File: src/rtl/clk_div_pkg.sv
// Shared types and constants for the programmable clock divider.
// Holds the ratio width, the controller state type and the reset ratio.
`timescale 1ns/1ps
package clk_div_pkg;

   localparam int unsigned RATIO_W = 8;
   localparam logic [RATIO_W-1:0] DEF_RATIO = 8'd2;

   typedef logic [RATIO_W-1:0] ratio_t;

   typedef enum logic {
      IDLE = 1'b0,
      PEND = 1'b1
   } state_t;

   // A programmed ratio of zero divides like a ratio of one.
   function automatic ratio_t eff_ratio(input ratio_t r);
      return (r == '0) ? ratio_t'(1) : r;
   endfunction

endpackage

File: src/rtl/clk_div_core.sv
// Divider datapath: half-period counter, registered clk_out/tick and the
// ratio currently in effect, reloaded only on the controller's load strobe.
`timescale 1ns/1ps
module clk_div_core #(
   parameter clk_div_pkg::ratio_t RST_RATIO = clk_div_pkg::DEF_RATIO
) (
   input  logic                clk_i,
   input  logic                rst_ni,
   input  logic                load_i,
   input  clk_div_pkg::ratio_t ratio_i,
   output logic                clk_out_o,
   output logic                tick_o,
   output logic                wrap_o,
   output clk_div_pkg::ratio_t cur_ratio_o
);
   import clk_div_pkg::*;

   ratio_t cnt_q, cnt_d;
   ratio_t ratio_q;
   ratio_t eff;
   logic   clk_out_q;
   logic   tick_q;
   logic   wrap;

   assign eff  = eff_ratio(ratio_q);
   assign wrap = (cnt_q == eff - ratio_t'(1));

   always_comb begin
      cnt_d = wrap ? '0 : cnt_q + ratio_t'(1);
   end

   // NOTE: sequential state uses non-blocking assignments so every register
   // samples the values from before the edge, independent of statement order.
   always_ff @(posedge clk_i or negedge rst_ni) begin
      if (!rst_ni) begin
         cnt_q     <= '0;
         clk_out_q <= 1'b0;
         tick_q    <= 1'b0;
         ratio_q   <= RST_RATIO;
      end else begin
         cnt_q  <= cnt_d;
         tick_q <= wrap;
         if (wrap) begin
            clk_out_q <= ~clk_out_q;
         end
         // The controller only raises load_i on a wrap cycle, so the new
         // ratio governs the half-period that starts after this toggle.
         if (load_i) begin
            ratio_q <= ratio_i;
         end
      end
   end

   assign clk_out_o   = clk_out_q;
   assign tick_o      = tick_q;
   assign wrap_o      = wrap;
   assign cur_ratio_o = ratio_q;

endmodule

File: src/rtl/clk_div_ctrl.sv
// Clock divider with two round-robin arbitrated ratio-change requesters;
// an accepted ratio is committed only at a clk_out toggle boundary.
`timescale 1ns/1ps
module clk_div_ctrl #(
   parameter clk_div_pkg::ratio_t DEF_RATIO = clk_div_pkg::DEF_RATIO
) (
   input  logic                clk_in,
   input  logic                rst_n,
   input  logic [1:0]          req,
   input  clk_div_pkg::ratio_t ratio0,
   input  clk_div_pkg::ratio_t ratio1,
   output logic [1:0]          gnt,
   output logic                busy,
   output logic                clk_out,
   output logic                tick,
   output clk_div_pkg::ratio_t cur_ratio
);
   import clk_div_pkg::*;

   state_t     state_q;
   ratio_t     pend_ratio_q;
   logic       sel_q;
   logic       last_q;
   logic [1:0] gnt_q;
   logic       busy_q;
   logic       wrap;
   logic       commit;
   logic       pick;

   // With both requesting, serve the one not granted last; otherwise the only one.
   assign pick   = (req == 2'b11) ? ~last_q : req[1];
   assign commit = (state_q == PEND) && wrap;

   always_ff @(posedge clk_in or negedge rst_n) begin
      if (!rst_n) begin
         state_q      <= IDLE;
         pend_ratio_q <= '0;
         sel_q        <= 1'b0;
         last_q       <= 1'b1;
         gnt_q        <= 2'b00;
         busy_q       <= 1'b0;
      end else begin
         gnt_q <= 2'b00;
         case (state_q)
            IDLE: begin
               // A requester still holding req during its gnt cycle is ignored.
               if ((req != 2'b00) && (gnt_q == 2'b00)) begin
                  state_q      <= PEND;
                  sel_q        <= pick;
                  pend_ratio_q <= pick ? ratio1 : ratio0;
                  busy_q       <= 1'b1;
               end
            end
            PEND: begin
               if (wrap) begin
                  state_q <= IDLE;
                  gnt_q   <= sel_q ? 2'b10 : 2'b01;
                  busy_q  <= 1'b0;
                  last_q  <= sel_q;
               end
            end
            default: state_q <= IDLE;
         endcase
      end
   end

   clk_div_core #(
      .RST_RATIO(DEF_RATIO)
   ) u_core (
      .clk_i      (clk_in),
      .rst_ni     (rst_n),
      .load_i     (commit),
      .ratio_i    (pend_ratio_q),
      .clk_out_o  (clk_out),
      .tick_o     (tick),
      .wrap_o     (wrap),
      .cur_ratio_o(cur_ratio)
   );

   assign gnt  = gnt_q;
   assign busy = busy_q;

endmodule

File: config.mk
export PLATFORM = sky130hd
export DESIGN_NAME = clk_div_ctrl
export DESIGN_NICKNAME = d
export VERILOG_FILES = /design/src/rtl/clk_div_pkg.sv /design/src/rtl/clk_div_core.sv /design/src/rtl/clk_div_ctrl.sv
export SDC_FILE = /design/constraint.sdc
export NUM_CORES = 1
export LEC_CHECK = 0
export BUFFER_PORTS_ARGS = -buffer_cell sky130_fd_sc_hd__buf_2
export CAP_MARGIN = 15
export CELL_PAD_IN_SITES_DETAIL_PLACEMENT = 0
export CELL_PAD_IN_SITES_GLOBAL_PLACEMENT = 2
export CORE_AREA = 8 8 77 79
export DETAILED_ROUTE_END_ITERATION = 10
export DIE_AREA = 0 0 85 87
export PLACE_DENSITY = 0.76
export SLEW_MARGIN = 40
export SYNTH_ARGS = -nofsm -noshare
export SYNTH_HDL_FRONTEND = slang
export SYNTH_SLANG_ARGS = --single-unit
File: constraint.sdc
create_clock -name clk_in -period 3.55 [get_ports clk_in]
set_input_delay 0.1775 -clock clk_in [delete_from_list [all_inputs] [get_ports clk_in]]
set_output_delay 0.1775 -clock clk_in [all_outputs]
set_load 0.01 [all_outputs]
==> flow_metrics.py <==
metrics = {
    "routing": {
        "wl_met1_um": 1640,
        "wl_per_cell_um": 14.2,
        "postRouteAntennaNets": 0,
        "wl_um": 3350,
        "viasPerCell": 4.92,
        "met3_length_um": 160,
        "met2_length_um": 1510,
        "drt_iter0_markers": 37,
        "drt-pass1-iter-count": 4,
        "highest_layer": "met4",
        "drc": 0,
        "vias": 1157,
    },
    "power": {
        "finalPower_uw": 1740,
        "p_seq_frac": 0.407,
        "leakage_uw": 0.000943,
        "clkPwrFrac": 0.163,
        "power_density_mw_per_mm2": 906,
        "intPower_uw": 1080,
        "switching_share": 0.381,
        "combPwrFrac": 0.429,
        "vdd_drop_max_mv": 0.275,
        "p_sw_uw": 661,
    },
    "synthesis": {
        "synth_fa_ha_area_frac": 0.0156,
        "synthXorXnorAreaFrac": 0.0763,
        "synth-compound-area-share": 0.104,
        "yosys.area_share.simple": 0.150,
        "yosysTopAreaCellShare": 0.467,
        "synth_top_area_cell": "dfrtp_1",
        "synth.area.top_cells": "dfrtp_1 (47%), mux2_4 (6.5%), mux2i_1 (5.0%)",
        "syn_nets": 163,
        "ys_ff_latch": 32,
        "ys_types": 39,
        "synth_top_family_by_area": "simple AND/OR/NAND/NOR gates",
        "synth_edf_count": 0,
        "syn_inst": 141,
        "syn_area_per_cell_um2": 11.4,
        "synth_seq_area_share": 0.500,
        "synthArstFlopShare": 1.00,
        "yosysWarnings": 0,
        "synthesis.area_mm2": 0.00161,
        "synthMuxAreaShare": 0.129,
        "synth_flop_cell": "dfrtp_1",
    },
    "worst_setup_path": {
        "endpoint_kind": "flop",
        "r2r_end": "u_core.cur_ratio_o[2]$_DFFE_PN0P_",
        "crit_arrival_ns": 3.41,
        "worstSetupPathType": "reg2reg",
        "r2r_setup_slack_ns": 0.31,
        "worstPathRequired_ns": 3.71,
        "path_max_fanout": 11,
        "timing.rr.start": "u_core.cur_ratio_o[2]$_DFFE_PN0P_",
        "startpoint_type": "flop",
        "crit_path_start": "u_core.cur_ratio_o[2]$_DFFE_PN0P_",
        "rr_worst_depth": 9,
    },
    "cts": {
        "clock_latency_ns": 0.28,
        "cts_tree": "done",
        "cts_resized": 0,
        "cts_max_level": 2,
        "cts_buffers": 5,
        "cts_setup_buffers": 0,
        "cts.clk_slew.worst_paths_ns": 0.06,
        "clock_sinks": 32,
        "root_buffer": "clkbuf_8",
        "cts_max_path_buffers": 2,
    },
    "placed_design": {
        "place_congestion": 0.744,
        "dp_hpwl_um": 2520,
        "dpl_cell_area_mm2": 0.00182,
        "port_buffers": 32,
        "place_inst": 226,
    },
    "sta": {
        "slew_violations": 0,
        "setup_violations": 0,
        "period_needed_ns": 3.24,
        "layout_worst_path_cycle_share": 0.914,
        "tns_ns": 0,
        "hold_violations": 0,
        "max_slew.worst_pin.slew_ns": 0.702,
        "rsz0062_at_grt": "false",
        "skew_ns": 0.00177,
        "slew_headroom": 0.532,
        "fmax_ghz": 0.308,
    },
    "layout": {
        "nets": 200,
        "stdcell_count": 235,
        "fin_area_mm2": 0.00192,
        "syn2layout_area_growth_pct": 19.4,
        "drive_gt1_frac": 0.341,
        "antenna_cells": 0,
    },
    "floorplanning": {
        "die_w_um": 85,
        "ios": 33,
        "die_area_mm2": 0.00740,
        "coreArea_mm2": 0.00485,
        "die_h_um": 87,
        "initial_core_util": 0.331,
        "fp-row-count": 26,
    },
    "run_status": {
        "status": "complete, no violations",
    },
    "hold_path": {
        "hold_path.class": "in2reg",
        "hold_path_startpoint": "ratio0[5]",
        "hold_end": "pend_ratio_q[5]$_DFFE_PN0P_",
        "hold_path_depth": 3,
    },
    "global_route": {
        "grt_antenna_before_repair": 0,
        "grt_pass1_vias": 1175,
        "grt_pass1_wl_um": 5690,
        "grt_usage": 0.0978,
        "grt-ovfl-total": 0,
        "grt_max_degree": 33,
    },
    "run": {
        "max_cap_viol_count": 0,
    },
}
[power by group through the flow]
stage	clock [uW]	sequential, uW	combinational [uW]
after floorplan	0	692	576
after global placement	0	717	738
after detailed placement	0	721	752
after CTS	290	714	759
after global routing	308	738	840
final	283	708	746
[repair_timing]
action / CTS / global route
hold endpoints to repair: 30 / 0
hold buffers: 1 / 0
endpoints found under the setup margin: 0 / 0
[Yosys cell counts, types with 3 or more instances]
cell / n
nand3_1: 7
nor3_1: 4
mux2i_1: 8
nor2_1: 10
inv_1: 3
mux2_4: 7
nand2_1: 9
o21ai_0: 11
xnor2_1: 6
dfrtp_1: 30
nor2b_1: 3
xor2_1: 8
[sequential cells by signal, summed over array words and instances, names as in the netlist]
| signal | flops |
|---|---|
| pend_ratio_q | 8 |
| u_core.cnt_q | 8 |
| u_core.cur_ratio_o | 8 |
| gnt | 2 |
| busy | 1 |
| last_q | 1 |
| sel_q | 1 |
| state_q | 1 |
| u_core.clk_out_o | 1 |
| u_core.tick_o | 1 |
[worst max-delay path: stages (launching register included)]
cell and delay (ns):
dfrtp_1 0.46, nor4_2 0.57, a21oi_1 0.17, ha_1 0.28, nor2b_1 0.14, or3_1 0.34
a31o_2 0.24, a211oi_2 0.28, nand2_2 0.28, mux2_4 0.37
[cell type report]
cell class / instances / area [um2]
clock buffers: 8 / 90.1
flip-flops and latches: 32 / 803
multi-input cells: 102 / 766
repair buffers: 34 / 178
well taps: 56 / 70.1
fillers: 486 / 2930
inverters: 3 / 11.3
[cell families after synthesis]
kind of cell | count (synthesis)
AO/OA/AOI/OAI | 25
XOR/XNOR | 14
adder cells (fa/ha/maj) | 2
buffers and inverters | 7
flip-flops | 32
multiplexers | 17
AND/OR/NAND/NOR | 44
[metal layers]
layer	global-route usage	vias to the layer above
li1	-	570
met1	0.126	557
met2	0.138	26
met3	0.0434	4
met4	0.0388	0
met5	0	-
[worst max-delay path by stage]
stage / endpoint / slack (ns) / cells after the start
after floorplan: u_core.cur_ratio_o[2]$_DFFE_PN0P_ / 0.62 / 10
after global placement: u_core.cur_ratio_o[4]$_DFFE_PN0P_ / 0.41 / 9
after detailed placement: u_core.cur_ratio_o[5]$_DFFE_PN0P_ / 0.31 / 9
after CTS: u_core.cur_ratio_o[5]$_DFFE_PN0P_ / 0.30 / 9
after global routing: u_core.cur_ratio_o[2]$_DFFE_PN0P_ / 0.01 / 9
final: u_core.cur_ratio_o[2]$_DFFE_PN0P_ / 0.31 / 9
[layout by cell type (no fill, tap or decap), drive strengths merged, types with 3 or more instances in the layout]
cell type / count
nor2b: 4
buf: 33
o21ai: 13
xnor2: 6
clkbuf: 8
inv: 3
xor2: 8
nor3: 4
mux2i: 8
nor2: 10
nand2: 10
dfrtp: 30
and3: 3
nand3: 7
mux2: 9
[stage by stage]
step | hold slack, ns | util | worst slack, ns
2_1_floorplan | -0.118 | - | 0.624
3_3_place_gp | 0.263 | 0.374 | 0.409
3_5_place_dp | 0.268 | 0.375 | 0.312
4_1_cts | 0.184 | 0.396 | 0.303
5_1_grt | 0.198 | 0.396 | 0.0109
6_report | 0.185 | 0.396 | 0.307
No activity file was read; power rests on OpenSTA's default activity.
